## src/rtl/led_arb_pkg.sv

```systemverilog
// Shared widths and FSM state type for the LED bank arbiter.
package led_arb_pkg;
  localparam int unsigned LED_W     = 8;
  localparam int unsigned IO_LED_W  = 24;
  localparam int unsigned PATTERN_W = 32;
  localparam int unsigned OWNER_W   = 3;

  typedef enum logic {
    IDLE = 1'b0,
    HOLD = 1'b1
  } arb_state_t;
endpackage

```

## src/rtl/led_rr_picker.sv

```systemverilog
// Combinational round-robin picker: first asserted req at or after pointer, with wrap-around.
module led_rr_picker
  import led_arb_pkg::*;
#(
  parameter int unsigned N_REQ = 4
) (
  input  logic [N_REQ-1:0]   req,
  input  logic [OWNER_W-1:0] pointer,
  output logic               valid,
  output logic [OWNER_W-1:0] index
);
  int unsigned j;

  always_comb begin
    valid = 1'b0;
    index = '0;
    j     = 0;
    for (int unsigned k = 0; k < N_REQ; k++) begin
      j = 32'(pointer) + k;
      if (j >= N_REQ) j = j - N_REQ;
      if (!valid && req[j]) begin
        valid = 1'b1;
        index = OWNER_W'(j);
      end
    end
  end
endmodule

```

## src/rtl/led_bank_arbiter.sv

```systemverilog
// Round-robin LED bank arbiter with minimum dwell; registered outputs only.
// Optional urgent requester 0 preemption when LED_ARB_PREEMPT_EN is defined.
module led_bank_arbiter
  import led_arb_pkg::*;
#(
  parameter int unsigned            N_REQ        = 4,
  parameter int unsigned            DWELL_CYCLES = 24000000,
  parameter logic [PATTERN_W-1:0]   IDLE_PATTERN = '0
) (
  input  logic                       CLK,
  input  logic                       RST,
  input  logic [N_REQ-1:0]           req,
  input  logic [PATTERN_W*N_REQ-1:0] pattern,
  output logic [N_REQ-1:0]           gnt,
  output logic [OWNER_W-1:0]         owner,
  output logic                       busy,
  output logic [LED_W-1:0]           LED,
  output logic [IO_LED_W-1:0]        IO_LED
);
  localparam int unsigned DW = (DWELL_CYCLES > 1) ? $clog2(DWELL_CYCLES) : 1;
  localparam logic [DW-1:0] DWELL_LAST = DW'(DWELL_CYCLES - 1);

  arb_state_t           state;
  logic [OWNER_W-1:0]   rr;
  logic [DW-1:0]        dwell;

  logic                 pick_valid;
  logic [OWNER_W-1:0]   pick_idx;
  logic [OWNER_W-1:0]   rr_next;
  logic [N_REQ-1:0]     pick_gnt;
  logic [PATTERN_W-1:0] pick_pat;
  logic [PATTERN_W-1:0] owner_pat;
  logic                 owner_req;

  // Masking with gnt excludes the current owner in HOLD and is a no-op in IDLE.
  led_rr_picker #(.N_REQ(N_REQ)) u_picker (
    .req     (req & ~gnt),
    .pointer (rr),
    .valid   (pick_valid),
    .index   (pick_idx)
  );

  assign owner_req = |(req & gnt);
  assign rr_next   = (pick_idx == OWNER_W'(N_REQ - 1)) ? '0 : pick_idx + 1'b1;

  always_comb begin
    owner_pat = IDLE_PATTERN;
    pick_pat  = IDLE_PATTERN;
    pick_gnt  = '0;
    for (int unsigned i = 0; i < N_REQ; i++) begin
      if (owner == OWNER_W'(i)) owner_pat = pattern[PATTERN_W*i +: PATTERN_W];
      if (pick_idx == OWNER_W'(i)) begin
        pick_pat    = pattern[PATTERN_W*i +: PATTERN_W];
        pick_gnt[i] = 1'b1;
      end
    end
  end

  always_ff @(posedge CLK or posedge RST) begin
    if (RST) begin
      state         <= IDLE;
      gnt           <= '0;
      owner         <= '0;
      busy          <= 1'b0;
      {LED, IO_LED} <= IDLE_PATTERN;
      rr            <= '0;
      dwell         <= '0;
    end else begin
      case (state)
        IDLE: begin
          if (pick_valid) begin
            state         <= HOLD;
            gnt           <= pick_gnt;
            owner         <= pick_idx;
            busy          <= 1'b1;
            {LED, IO_LED} <= pick_pat;
            dwell         <= DWELL_LAST;
            rr            <= rr_next;
          end
        end
        HOLD: begin
          {LED, IO_LED} <= owner_pat;
          if (dwell != '0) dwell <= dwell - 1'b1;
`ifdef LED_ARB_PREEMPT_EN
          if (req[0] && owner != '0) begin
            gnt           <= '0;
            gnt[0]        <= 1'b1;
            owner         <= '0;
            {LED, IO_LED} <= pattern[PATTERN_W-1:0];
            dwell         <= DWELL_LAST;
          end else
`endif
          if (!owner_req || dwell == '0) begin
            if (pick_valid) begin
              gnt           <= pick_gnt;
              owner         <= pick_idx;
              {LED, IO_LED} <= pick_pat;
              dwell         <= DWELL_LAST;
              rr            <= rr_next;
            end else if (!owner_req) begin
              state         <= IDLE;
              gnt           <= '0;
              owner         <= '0;
              busy          <= 1'b0;
              {LED, IO_LED} <= IDLE_PATTERN;
            end else begin
              dwell <= DWELL_LAST;
            end
          end
        end
        default: state <= IDLE;
      endcase
    end
  end
endmodule

```

## config.mk

```make
export PLATFORM = sky130hd
export DESIGN_NAME = led_bank_arbiter
export DESIGN_NICKNAME = d
export VERILOG_FILES = /design/src/rtl/led_arb_pkg.sv /design/src/rtl/led_rr_picker.sv /design/src/rtl/led_bank_arbiter.sv
export SDC_FILE = /design/constraint.sdc
export NUM_CORES = 1
export LEC_CHECK = 0
export ABC_CLOCK_PERIOD_IN_PS = 5970
export CELL_PAD_IN_SITES_DETAIL_PLACEMENT = 1
export CELL_PAD_IN_SITES_GLOBAL_PLACEMENT = 1
export CORE_MARGIN = 2
export CORE_UTILIZATION = 30
export DETAILED_ROUTE_END_ITERATION = 6
export GPL_TIMING_DRIVEN = 1
export PLACE_DENSITY = 0.75
export RECOVER_POWER = 100
export SYNTH_ARGS = -nofsm -noshare
export SYNTH_HDL_FRONTEND = slang
export SYNTH_HIERARCHICAL = 1
export SYNTH_SLANG_ARGS = --single-unit
```

## constraint.sdc

```tcl
create_clock -name CLK -period 5.97 [get_ports CLK]
set_input_delay 0.8955 -clock CLK [delete_from_list [all_inputs] [get_ports CLK]]
set_output_delay 0.8955 -clock CLK [all_outputs]
set_load 0.005 [all_outputs]
```

Word level (Yosys, flattened, before mapping)
Index checks and enable logic that the tools add are counted.
{"block": "word_totals", "regBits": 69, "inputBits": 134, "out_inout_bits": 40, "elab_cells": 127}
{"block": "classes", "n_addsub": 9, "order_cmp": 8, "eq_ne": 11, "muxes": 72, "n_bitwise": 4, "n_reduce_logical": 15}
{"op": "$mux 32", "count": 12}
{"op": "$lt 32x3->1 const B", "count": 4}
{"op": "$mux 25", "count": 5}
{"op": "$ge 32x3->1 const B", "count": 3}
{"op": "$mux 24", "count": 4}
{"op": "$sub 32x3->32 const B", "count": 3}
{"op": "$pmux 25 s2", "count": 1}
{"op": "$pmux 24 s2", "count": 1}
{"op": "$mux 3", "count": 11}
{"op": "$mux 8", "count": 4}
{"op": "$logic_not 25->1", "count": 1}
{"op": "$reduce_bool 25->1", "count": 1}
{"op": "$sub 25x1->25 const B", "count": 1}
{"op": "$mux 1", "count": 20}
{"op": "$mux 4", "count": 4}
{"op": "$pmux 8 s2", "count": 1}
{"op": "$eq 3x2->1 const B", "count": 4}
{"op": "$pmux 3 s2", "count": 2}
{"op": "$add 3x2->4 const B", "count": 2}
{"op": "$and 4x4->4", "count": 2}
{"op": "$bmux 1 s2", "count": 4}
{"op": "$pmux 4 s2", "count": 1}
{"op": "$eq 3x1->1 const B", "count": 2}
{"op": "$logic_not 3->1", "count": 2}
{"op": "other kinds (16)", "count": 24}

Longest topological paths before layout
Gate-level depths: netlist of run 1.
{"block": "logic_depth", "depth_word": 22, "mapped_depth": 16, "depth_no_buf": 13}

Modules after synthesis
Netlist of run 1, hierarchy kept.
{"module": "led_bank_arbiter", "n_inst": 1, "cells_per_inst": 619, "area_each_um2": 5447.7, "seq_area_each_um2": 1726.7}
{"module": "led_rr_picker", "n_inst": 1, "cells_per_inst": 34, "area_each_um2": 286.5, "seq_area_each_um2": 0.0}

Least setup slack after synthesis of run 1
No wires, ideal clock.
{"block": "synth_timing", "path_type": "input to register", "start": "input req[3]", "end": "register IO_LED[10]", "setup_time_ps": 127, "arrival_time_ps": 3794, "required_time_ps": 5843, "slack_ps": 2048, "stages": 14, "path_buffers": 3, "path_cell_list": "nor2b_1 -> mux4_1 -> inv_1 -> a21oi_1 -> o31ai_1 -> inv_1 -> ha_1 -> clkbuf_1 -> nor2b_1 -> clkbuf_1 -> clkbuf_1 -> a221o_1 -> a31oi_1 -> o21ai_0"}
{"block": "synth_between", "elab_chain_cells": 21, "word_cells_on_any_way": 41, "classes_between": "4 x eq/ne; 25 x mux; 2 x bitwise; 10 x reduce/logical"}
{"element": "from (decl)", "line_no": "led_bank_arbiter.sv:12", "source": "input logic [N_REQ-1:0] req,"}
{"element": "$and 4x4->4 (*)", "line_no": "led_bank_arbiter.sv:37", "source": ".req (req & ~gnt),"}
{"element": "$bmux 1 s2", "line_no": "led_rr_picker.sv:21", "source": "if (!valid && req[j]) begin"}
{"element": "$mux 1 (implied by the code)", "line_no": "led_rr_picker.sv:21"}
{"element": "$mux 1", "line_no": "led_rr_picker.sv:21"}
{"element": "$logic_not 1->1", "line_no": "led_rr_picker.sv:21"}
{"element": "$logic_and 1x1->1", "line_no": "led_rr_picker.sv:21"}
{"element": "$mux 1", "line_no": "led_rr_picker.sv:21"}
{"element": "$logic_not 1->1", "line_no": "led_rr_picker.sv:21"}
{"element": "(+4 left out)"}
{"element": "$mux 3 (*)", "line_no": "led_rr_picker.sv:21"}
{"element": "net pick_idx[0]", "line_no": "led_bank_arbiter.sv:28", "source": "logic [OWNER_W-1:0] pick_idx;"}
{"element": "$logic_not 3->1", "line_no": "led_bank_arbiter.sv:52", "source": "if (pick_idx == OWNER_W'(i)) begin"}
{"element": "$mux 32 (3 in series)", "line_no": "led_bank_arbiter.sv:52"}
{"element": "$mux 32 (*)", "line_no": "led_bank_arbiter.sv:52"}
{"element": "$mux 24", "line_no": "led_bank_arbiter.sv:94", "source": "if (pick_valid) begin"}
{"element": "$mux 24", "line_no": "led_bank_arbiter.sv:93", "source": "if (!owner_req || dwell == '0) begin"}
{"element": "$pmux 24 s2 (*)", "line_no": "led_bank_arbiter.sv:69", "source": "case (state)"}
{"element": "to (signal assigned)", "line_no": "led_bank_arbiter.sv:76", "source": "{LED, IO_LED} <= pick_pat;"}
{"element": "to (signal assigned)", "line_no": "led_bank_arbiter.sv:82", "source": "{LED, IO_LED} <= owner_pat;"}
{"element": "to (signal assigned)", "line_no": "led_bank_arbiter.sv:97", "source": "{LED, IO_LED} <= pick_pat;"}
{"element": "to (decl)", "line_no": "led_bank_arbiter.sv:18", "source": "output logic [IO_LED_W-1:0] IO_LED"}
The timed path passes the listed nets; every way through them passes the cells marked *. The select of a mux whose other input is x is not followed.
A chain may end at the register's enable or synchronous reset.

Worst setup path in the final report of run 1
{"block": "layout_timing", "start": "input req[3]", "end": "register IO_LED[11]"}
The elaborated chain is that of the path after synthesis.

==> reports/results.tsv, run 1 <==
metric	value	unit
powerDensity	612.1	nW/um^2
cts.sinks	69	
syn-cell-area	5734	um^2
clock_latency	350	ps
cp_slowest_stage_delay	980	ps
crit_arrival	5350	ps
placed_area	7646	um^2
root_buffer	clkbuf_16	
r2r-end	IO_LED[11]	
yosys-top-cells-count	nand2_1, o21ai_0, dfrtp_1	
hold_path.class	reg -> reg	
cap_violations	1	
grt_pass1_vias	6261	
nNetsFinal	931	
synth_most_common_cell	nand2_1	
cts_hold_buf	0	
clockBufferDepth	2	
track_usage	21.54	%
fin_worst_skew	10.83	ps
via_count	5990	
synth_ff_type	dfrtp_1	
violations	capacitance limit, slew limit	
path_clk_slew	60	ps
fmax	196.4	MHz
yosysSeqAreaShare	30.11	%
cpMostUsedCell	nor2b_1	
fin_crit	5092	ps
cp.required	6230	ps
holdPathEnd	IO_LED[19]	
slew_headroom	-53.97	%
dr.first_iter.drc_count	378	
cts_buffers	9	
numPortBuffers	173	
yosys.area.top_type	dfrtp_1	
worstPathCellList	dlygate4sd3_1, nor2b_1, mux4_2, or2_0, a21oi_1, o2bb2ai_1, ha_1, nor2b_1, buf_4, a221o_1, a31oi_1, o21ai_0	
utilization	42.56	%
rows	50	
worstPathMaxFanout	17	
numPlacedInstances	1013	
grt_overflow	0	
r2r-start	rr[0]	
synth_top_cell_area_share	30.11	%
power.static_leakage	2.850	nW
die_area	20240	um^2
synth_edf_count	0	
dr.pass1.iters	4	
final_area	7961	um^2
cts-htree-levels	3	
start_util	30.66	%
holdPathStages	2	
viasPerCell	5.816	
peakVddDrop	0.2983	mV
path_buf_inv	2	
antenna_found_initial	1	
pin_count	174	
rsz0062_at_grt	false	
cpLargestDelayFamily	simple AND/OR/NAND/NOR gates	
post_cts_resized	0	
wl_per_cell	20.94	um
setup_viol_count_final	0	
drive_gt1_share	9.434	%
synthCells	653	
yosys_warnings	6	
yosys-top-cells-area	dfrtp_1, mux4_2, nand2_1	
drc_errors	0	
setup_tns	0	ps
dp_hpwl	15750	um
crit_slowest_cell	nor2b_1	
worstSetupStartpointType	input pin	
fin_cells	1030	
status	finished, violations left	
crit_start	req[3]	
die_y	142.3	um
core-area	18710	um^2
synth-seq-cells	69	
grt_start_max_net_pins	70	
avgSynthCellArea	8.781	um^2
cp-end-kind	flop	
hold_viol_final	0	
drt-total-wl	21570	um
grt_pass1_wl	34200	um
place_congestion	0.8293	
period_share	85.30	%
synth_nets	794	
synth.distinct_cells	57	
hp-start	IO_LED[19]	
critPathKind	in -> reg	
p_total	0.004873	W
chipWidth	142.3	um
reg2regPathDepth	12	
worstMarginPinSlew	2310	ps
async_flop_share	100.0	%
cts_tree	built	
cts_setup_buffers	0	
slew_violations	35	
final_antenna_net_count	0	
rrSetupSlack	1020	ps
area_growth	38.84	%
-- worst min-delay path, cell delays in order, from the launching register on --
cell and delay, ps:
dfrtp_1 340, nand2_1 50, o21ai_0 60
-- power breakdown --
group	leakage, nW	internal, W	switching, W
sequential	0.793	0.000650	0.000118
clock	0.162	0.000400	0.000217
combinational	1.90	0.00155	0.00194
total	2.85	0.00260	0.00227
-- cells in the final DEF, fill, tap and decap left out, drive strengths merged, types with 5 or more instances in the layout --
cell type and count:
a22oi 36, or3 14, nor3 9, a221oi 5, nor2b 8, xor2 5, o21ai 77, inv 15
nor2 18, clkbuf 15, a221o 28, dfrtp 69, o211ai 6, mux4 36, a21oi 11, nand2 114
ha 7, nand2b 31, buf 12, a31oi 33, nand3 8, dlygate4sd3 41, mux2i 6, or4 5
clkdlybuf4s50 132
-- worst max-delay path by stage --
stage                      end  slack [ps]  depth (start not counted)
finish              IO_LED[11]         880                         12
global route        IO_LED[11]         540                         12
CTS                 IO_LED[12]        1380                         12
detailed placement  IO_LED[12]        1030                         12
global placement    IO_LED[20]        1240                         12
floorplan           IO_LED[10]        2050                         14
-- state kept, by name (all words and copies together), names as in the netlist --
name,cells
IO_LED,24
LED,8
busy,1
dwell,25
gnt,4
owner,3
rr,3
state,1
-- logic make-up after synthesis --
kind of cell	count (synthesis)	synth area share (%)
simple gates	226	19.44
compound gates	221	26.31
buf+inv	77	5.542
flops	69	30.11
mux	45	15.84
xor+xnor	8	1.222
fa+ha+maj	7	1.527
-- area by class of cell --
class	instances	area, um^2
tap	234	292.8
timing repair buffer	187	1829
clock inverter	3	67.56
inverter	16	60.06
multi-input combinational	507	3711
fill	2122	10740
antenna	1	2.502
sequential	69	1728
clock buffer	13	270.3
-- routing by layer --
| layer | vias up | GRT usage [%] | wire [um] |
|---|---|---|---|
| li1 | 2757 | - | - |
| met1 | 2986 | 26.56 | 8724 |
| met2 | 201 | 36.08 | 10580 |
| met3 | 46 | 5.283 | 1458 |
| met4 | 0 | 8.947 | 812 |
| met5 | - | 0 | 0 |
-- metrics by stage --
| step | hold slack (ps) | setup slack (ps) |
|---|---|---|
| finish | 476.0 | 877.7 |
| CTS | 486.8 | 1377 |
| global placement | 463.9 | 1235 |
| detailed placement | 474.7 | 1030 |
| floorplan | 467.2 | 2048 |
| global route | 505.6 | 542.3 |
Power figures use the tool's default switching activity.
==> inputs of run 2 (changes only) <==
--- a/config.mk
+++ b/config.mk
@@ -8,12 +8,14 @@
 export ABC_CLOCK_PERIOD_IN_PS = 5970
 export CELL_PAD_IN_SITES_DETAIL_PLACEMENT = 1
 export CELL_PAD_IN_SITES_GLOBAL_PLACEMENT = 1
+export CORE_ASPECT_RATIO = 0.5
 export CORE_MARGIN = 2
 export CORE_UTILIZATION = 30
 export DETAILED_ROUTE_END_ITERATION = 6
 export GPL_TIMING_DRIVEN = 1
 export PLACE_DENSITY = 0.75
 export RECOVER_POWER = 100
+export SLEW_MARGIN = 20
 export SYNTH_ARGS = -nofsm -noshare
 export SYNTH_HDL_FRONTEND = slang
 export SYNTH_HIERARCHICAL = 1
==> run 2 against run 1 <==
Net effect:
- the flow still finishes with violations (capacitance limit, slew limit)
- register-to-register slack better by 80 ps
- global-route usage down 0.90 points
- total power down 1.9%
- die area up 0.33%
- first-iteration DRC count down 27%
- largest power group unchanged
- clock-buffer cell count down 4
==> reports/results.tsv, run 2 (same netlist as run 1, synthesis figures left out) <==
metric	value	unit	change
status	finished, violations left		
violations	capacitance limit, slew limit		
cts-htree-levels	3		unchanged
start_util	30.88	%	+0.23 points
holdWs	473.0	ps	-2.987 ps
grt_pass1_wl	33060	um	-3.4%
grt_pass1_vias	6216		-0.72%
period_share	84.10	%	-1.2 points
critPathKind	in -> reg		
drt-met1-wl	8818	um	+1.1%
slew_headroom	-95.36	%	-41 points
chipWidth	199.5	um	+40%
met2_length	10720	um	+1.3%
track_usage	20.65	%	-0.90 points
power.static_leakage	2.820	nW	-1.1%
worstPathMaxFanout	40		+23
worstPathCellList	dlygate4sd3_1, nor2b_1, mux4_2, or2_0, or3_1, buf_4, a31oi_2, clkbuf_2, a221oi_1, o21ai_0		
crit_arrival	5220	ps	-130 ps
peakVddDrop	0.3510	mV	+18%
layout_commonest_cell	clkdlybuf4s50_1		
clock_latency	340	ps	about the same
cts_setup_buffers	0		unchanged
p_total	0.004782	W	-1.9%
diodes	0		-1
dp_hpwl	14570	um	-7.5%
cap_violations	3		+2
drive_gt1_share	9.799	%	+0.37 points
die_area	20300	um^2	+0.33%
place_congestion	0.7935		-4.3%
dr.pass1.iters	5		+1
setup_tns	0	ps	unchanged
drc_errors	0		unchanged
hold_path.class	reg -> reg		
grt_start_max_net_pins	61		-13%
grt_overflow	0		unchanged
largest_register_ffs	25		unchanged
largest-register	dwell		
antenna_found_initial	0		-1
final_antenna_net_count	0		unchanged
rows	35		-30%
viasPerCell	5.637		-3.1%
nNetsFinal	932		+0.11%
cp-end-kind	flop		
hold_viol_final	0		unchanged
cp_slowest_stage_delay	1050	ps	+70 ps
fmax	199.2	MHz	+1.4%
routed-wl-met3	633	um	-57%
area_growth	38.12	%	
via_count	5947		-0.72%
top_layer_used	met4		
fin_crit	5021	ps	-71.60 ps
fin_worst_skew	9.135	ps	-1.696 ps
cts_buffers	9		unchanged
cts_hold_buf	0		unchanged
setup_viol_count_final	0		unchanged
wl_per_cell	19.56	um	-6.6%
root_buffer	clkbuf_16		
cp.required	6170	ps	-60 ps
core-area	18570	um^2	-0.74%
numPortBuffers	173		unchanged
cts_tree	built		
worstMarginPinSlew	2930	ps	+620.8 ps
dr.first_iter.drc_count	276		-27%
powerDensity	603.8	nW/um^2	-1.4%
final_cell_mix	clkdlybuf4s50_1, nand2_1, o21ai_0		
slew_violations	110		+210%
crit_slowest_cell	or3_1		
rsz0062_at_grt	false		
worstSetupStartpointType	input pin		
drt-total-wl	20640	um	-4.3%
die_y	101.8	um	-28%
post_cts_resized	0		unchanged
path_clk_slew	60	ps	about the same
pin_count	174		unchanged
cts.sinks	69		unchanged
clockBufferDepth	2		unchanged
==> run 2: cell types whose count changed in the layout (fill, tap and decap cells not counted), sizes merged <==
cell           before  now
clkinv              1    4
bufinv              2    0
clkbuf             15   13
clkinvlp            1    3
buf                12   11
clkdlybuf4s50     132  133
diode               1    0
dlygate4sd3        41   40
inv                15   16
==> run 2: through the flow <==
| stage | cell area [um^2] | cells | setup slack [ps] | utilization (%) |
|---|---|---|---|---|
| 2_1_floorplan | 5734 | 653 | 2048 | - |
| 3_3_place_gp | 7671 | 1039 | 1200 | 41.31 |
| 3_5_place_dp | 7671 | 1039 | 1091 | 41.31 |
| 4_1_cts | 7946 | 1055 | 1400 | 42.80 |
| 5_1_grt | 7920 | 1055 | 581.2 | 42.66 |
| 6_report | 7920 | 1055 | 949.3 | 42.66 |
==> run 2: worst paths after layout <==
kind | start | endpoint | slack, ps | cells past startpoint
min in group asynchronous | RST | dwell[18] | 1330 | 2
min | LED[5] | LED[5] | 470 | 2
max reg2reg | rr[0] | LED[7] | 1100 | 10
max | req[3] | LED[7] | 950 | 10
max in group asynchronous | RST | owner[0] | 1660 | 3
min reg2reg | LED[5] | LED[5] | 470 | 2
==> run 2: power breakdown <==
group / internal, W / switching [W]
logic: 0.00157 / 0.00194
clock network: 0.000282 / 0.000227
registers: 0.000650 / 0.000106
total: 0.00250 / 0.00228
==> run 2: metal layers <==
layer,global-route usage (%),vias up
met2,37.47,142
li1,-,2759
met1,25.09,3013
met3,3.263,33
met4,7.350,0
met5,0,-
==> run 2: layout make-up <==
cell class | count | area (um^2)
inverter | 16 | 60.06
fill | 2161 | 10650
clock inverter | 7 | 50.05
timing repair buffer | 188 | 1831
multi-input combinational | 507 | 3702
clock buffer | 9 | 225.2
sequential | 69 | 1728
tap | 259 | 324.1
==> run 2: worst max-delay path: cells and delay by family <==
family	cells	cell delay, ps
buffers and inverters	3	1540
muxes	1	400
AOI/OAI and AO/OA	3	670
and+or+nand+nor	3	1630
==> inputs of run 3 (changes only) <==
--- a/config.mk
+++ b/config.mk
@@ -5,7 +5,7 @@
 export SDC_FILE = /design/constraint.sdc
 export NUM_CORES = 1
 export LEC_CHECK = 0
-export ABC_CLOCK_PERIOD_IN_PS = 5970
+export ABC_CLOCK_PERIOD_IN_PS = 4100
 export CELL_PAD_IN_SITES_DETAIL_PLACEMENT = 1
 export CELL_PAD_IN_SITES_GLOBAL_PLACEMENT = 1
 export CORE_ASPECT_RATIO = 0.5
@@ -13,7 +13,7 @@
 export CORE_UTILIZATION = 30
 export DETAILED_ROUTE_END_ITERATION = 6
 export GPL_TIMING_DRIVEN = 1
-export PLACE_DENSITY = 0.75
+export PLACE_DENSITY = 0.78
 export RECOVER_POWER = 100
 export SLEW_MARGIN = 20
 export SYNTH_ARGS = -nofsm -noshare
==> constraint.sdc (replaced) <==
create_clock -name CLK -period 4.1 [get_ports CLK]
set_input_delay 0.615 -clock CLK [delete_from_list [all_inputs] [get_ports CLK]]
set_output_delay 0.615 -clock CLK [all_outputs]
set_load 0.005 [all_outputs]
==> run 3 against run 2 <==
Net effect:
- the run still ends with capacitance limit, slew limit left
- global-route usage is 2.2 points higher
- die area stayed put
- combinational power is 54% higher
- sequential share of layout area is 0.49 points lower
- first-iteration DRC count is 59% higher
- critical path type is now reg -> reg
- critical endpoint is now LED[0]
- largest power group unchanged
- highest routed layer unchanged
==> reports/results.tsv, run 3 (same netlist as run 1, synthesis figures left out) <==
metric	value	unit	change
status	finished, violations left		
violations	capacitance limit, slew limit		
fmax	259.4	MHz	
utilization	43.61	%	+0.95 points
power.static_leakage	2.922	nW	+3.6%
dr.pass1.iters	5		unchanged
grt_overflow	0		unchanged
post_cts_resized	0		unchanged
crit_arrival	4100	ps	-1120 ps
r2r-end	LED[0]		
area_growth	41.20	%	
p_comb_share	73.2	%	-0.3 points
cp_slowest_stage_delay	690	ps	-360 ps
period_share	94.03	%	
grt_pass1_vias	6608		+6.3%
p_sw_share	46.73	%	-0.90 points
nNetsFinal	945		+1.4%
chipWidth	199.5	um	unchanged
track_usage	22.88	%	+2.2 points
drt-total-wl	22540	um	+9.2%
cts_setup_buffers	0		unchanged
fin_crit	3855	ps	
p_total	0.007408	W	+55%
cts.sinks	69		unchanged
rrSetupSlack	240	ps	-860 ps
fill_cells	2149		-0.56%
powerDensity	915.0	nW/um^2	+52%
cts_tree	built		
worstSetupStartpointType	flop		
cts_hold_buf	0		unchanged
drive_gt1_share	11.01	%	+1.2 points
dr.first_iter.drc_count	438		+59%
reg2regPathDepth	9		-1
pin_count	174		unchanged
cts_buffers	9		unchanged
numPortBuffers	173		unchanged
crit_slowest_cell	clkbuf_2		
cp-end-kind	flop		
cts-htree-levels	3		unchanged
r2r-start	rr[1]		
layout_commonest_cell	clkdlybuf4s50_1		
setup_viol_count_final	0		unchanged
slew_violations	43		-61%
antenna_found_initial	0		unchanged
hold_viol_final	0		unchanged
start_util	30.88	%	unchanged
hold_path.class	reg -> reg		
worstPathCellList	inv_1, ha_1, mux4_2, or2_1, or3_2, nor2_2, clkbuf_2, nand2_1, o21ai_0		
grt_start_max_net_pins	43		-30%
largest_register_ffs	25		unchanged
viasPerCell	5.793		+2.8%
die_area	20300	um^2	unchanged
hp-start	IO_LED[17]		
final_antenna_net_count	0		unchanged
internal-power	0.003947	W	+58%
cp.required	4350	ps	-1820 ps
path_clk_slew	60	ps	about the same
clockBufferDepth	2		unchanged
holdWs	472.8	ps	-0.1240 ps
die_y	101.8	um	unchanged
final_cell_mix	clkdlybuf4s50_1, nand2_1, o21ai_0		
path_buf_inv	2		-1
power.switching	0.003462	W	+52%
drc_errors	0		unchanged
rsz0062_at_grt	false		
largest-register	dwell		
cpLargestDelayFamily	simple AND/OR/NAND/NOR gates		
rows	35		unchanged
cap_violations	1		-2
diodes	0		unchanged
core-area	18570	um^2	unchanged
slew_headroom	-9.590	%	+86 points
worstMarginPinSlew	1642	ps	-1288 ps
holdPathStages	2		unchanged
grt_pass1_wl	36290	um	+9.8%
dp_hpwl	15980	um	+9.7%
root_buffer	clkbuf_16		
via_count	6181		+3.9%
critPathKind	reg -> reg		
clockPowerShare	11.4	%	+0.8 points
clock_latency	340	ps	about the same
holdPathEnd	IO_LED[17]		
peakVddDrop	0.5123	mV	+46%
fin_worst_skew	7.688	ps	-1.447 ps
place_congestion	0.8722		+9.9%
worstPathMaxFanout	29		-28%
wl_per_cell	21.12	um	+8.0%
seq_power_share	15.4	%	-0.4 points
## run 3: power by group through the flow
stage | sequential (W) | clock [W] | combinational, W
6_report | 0.00114 | 0.000843 | 0.00542
5_1_grt | 0.00118 | 0.000886 | 0.00596
4_1_cts | 0.00116 | 0.000860 | 0.00553
3_5_place_dp | 0.00117 | 0 | 0.00546
3_3_place_gp | 0.00116 | 0 | 0.00527
2_1_floorplan | 0.00109 | 0 | 0.00360
## run 3: metal layers
metal	vias to the layer above	track usage (%)	wire [um]
li1	2782	-	-
met1	3175	27.24	9270
met5	-	0	0
met3	47	3.397	762
met2	177	41.83	11830
met4	0	9.459	674
## run 3: per-stage QoR
step / setup WS, ps / setup TNS [ps] / cell area (um^2) / instances
detailed placement: -26.63 / -26.63 / 7819 / 1052
floorplan: 407.4 / 0 / 5734 / 653
finish: 244.8 / 0 / 8097 / 1067
global placement: 282.3 / 0 / 7819 / 1052
CTS: 215.0 / 0 / 8133 / 1067
global route: 14.92 / 0 / 8097 / 1067
## run 3: cell type report
type	instances	area (um^2)	share of cell area, %
inverters	16	60.06	0.7418
well taps	259	324.1	4.002
clock buffers	10	239.0	2.952
clock inverters	5	75.07	0.9272
multi-input cells	507	3704	45.74
flip-flops and latches	69	1727	21.33
repair buffers	201	1968	24.31
## run 3: worst reg2reg max path, cell delays in order, from the launching register on
cell and delay (ps):
dfrtp_1 510, inv_1 130, ha_1 410, mux4_2 590
or2_1 280, or3_2 570, nor2_2 320, clkbuf_2 690
nand2_1 160, o21ai_0 120
## run 3: worst max-delay path by stage
stage                       to  startpoint  depth (start not counted)
floorplan           IO_LED[10]       rr[0]                         15
global placement     IO_LED[1]      req[3]                         14
detailed placement      LED[6]      req[3]                         14
CTS                     LED[4]       rr[1]                         14
global route            LED[0]       rr[1]                         14
finish                  LED[0]       rr[1]                          9
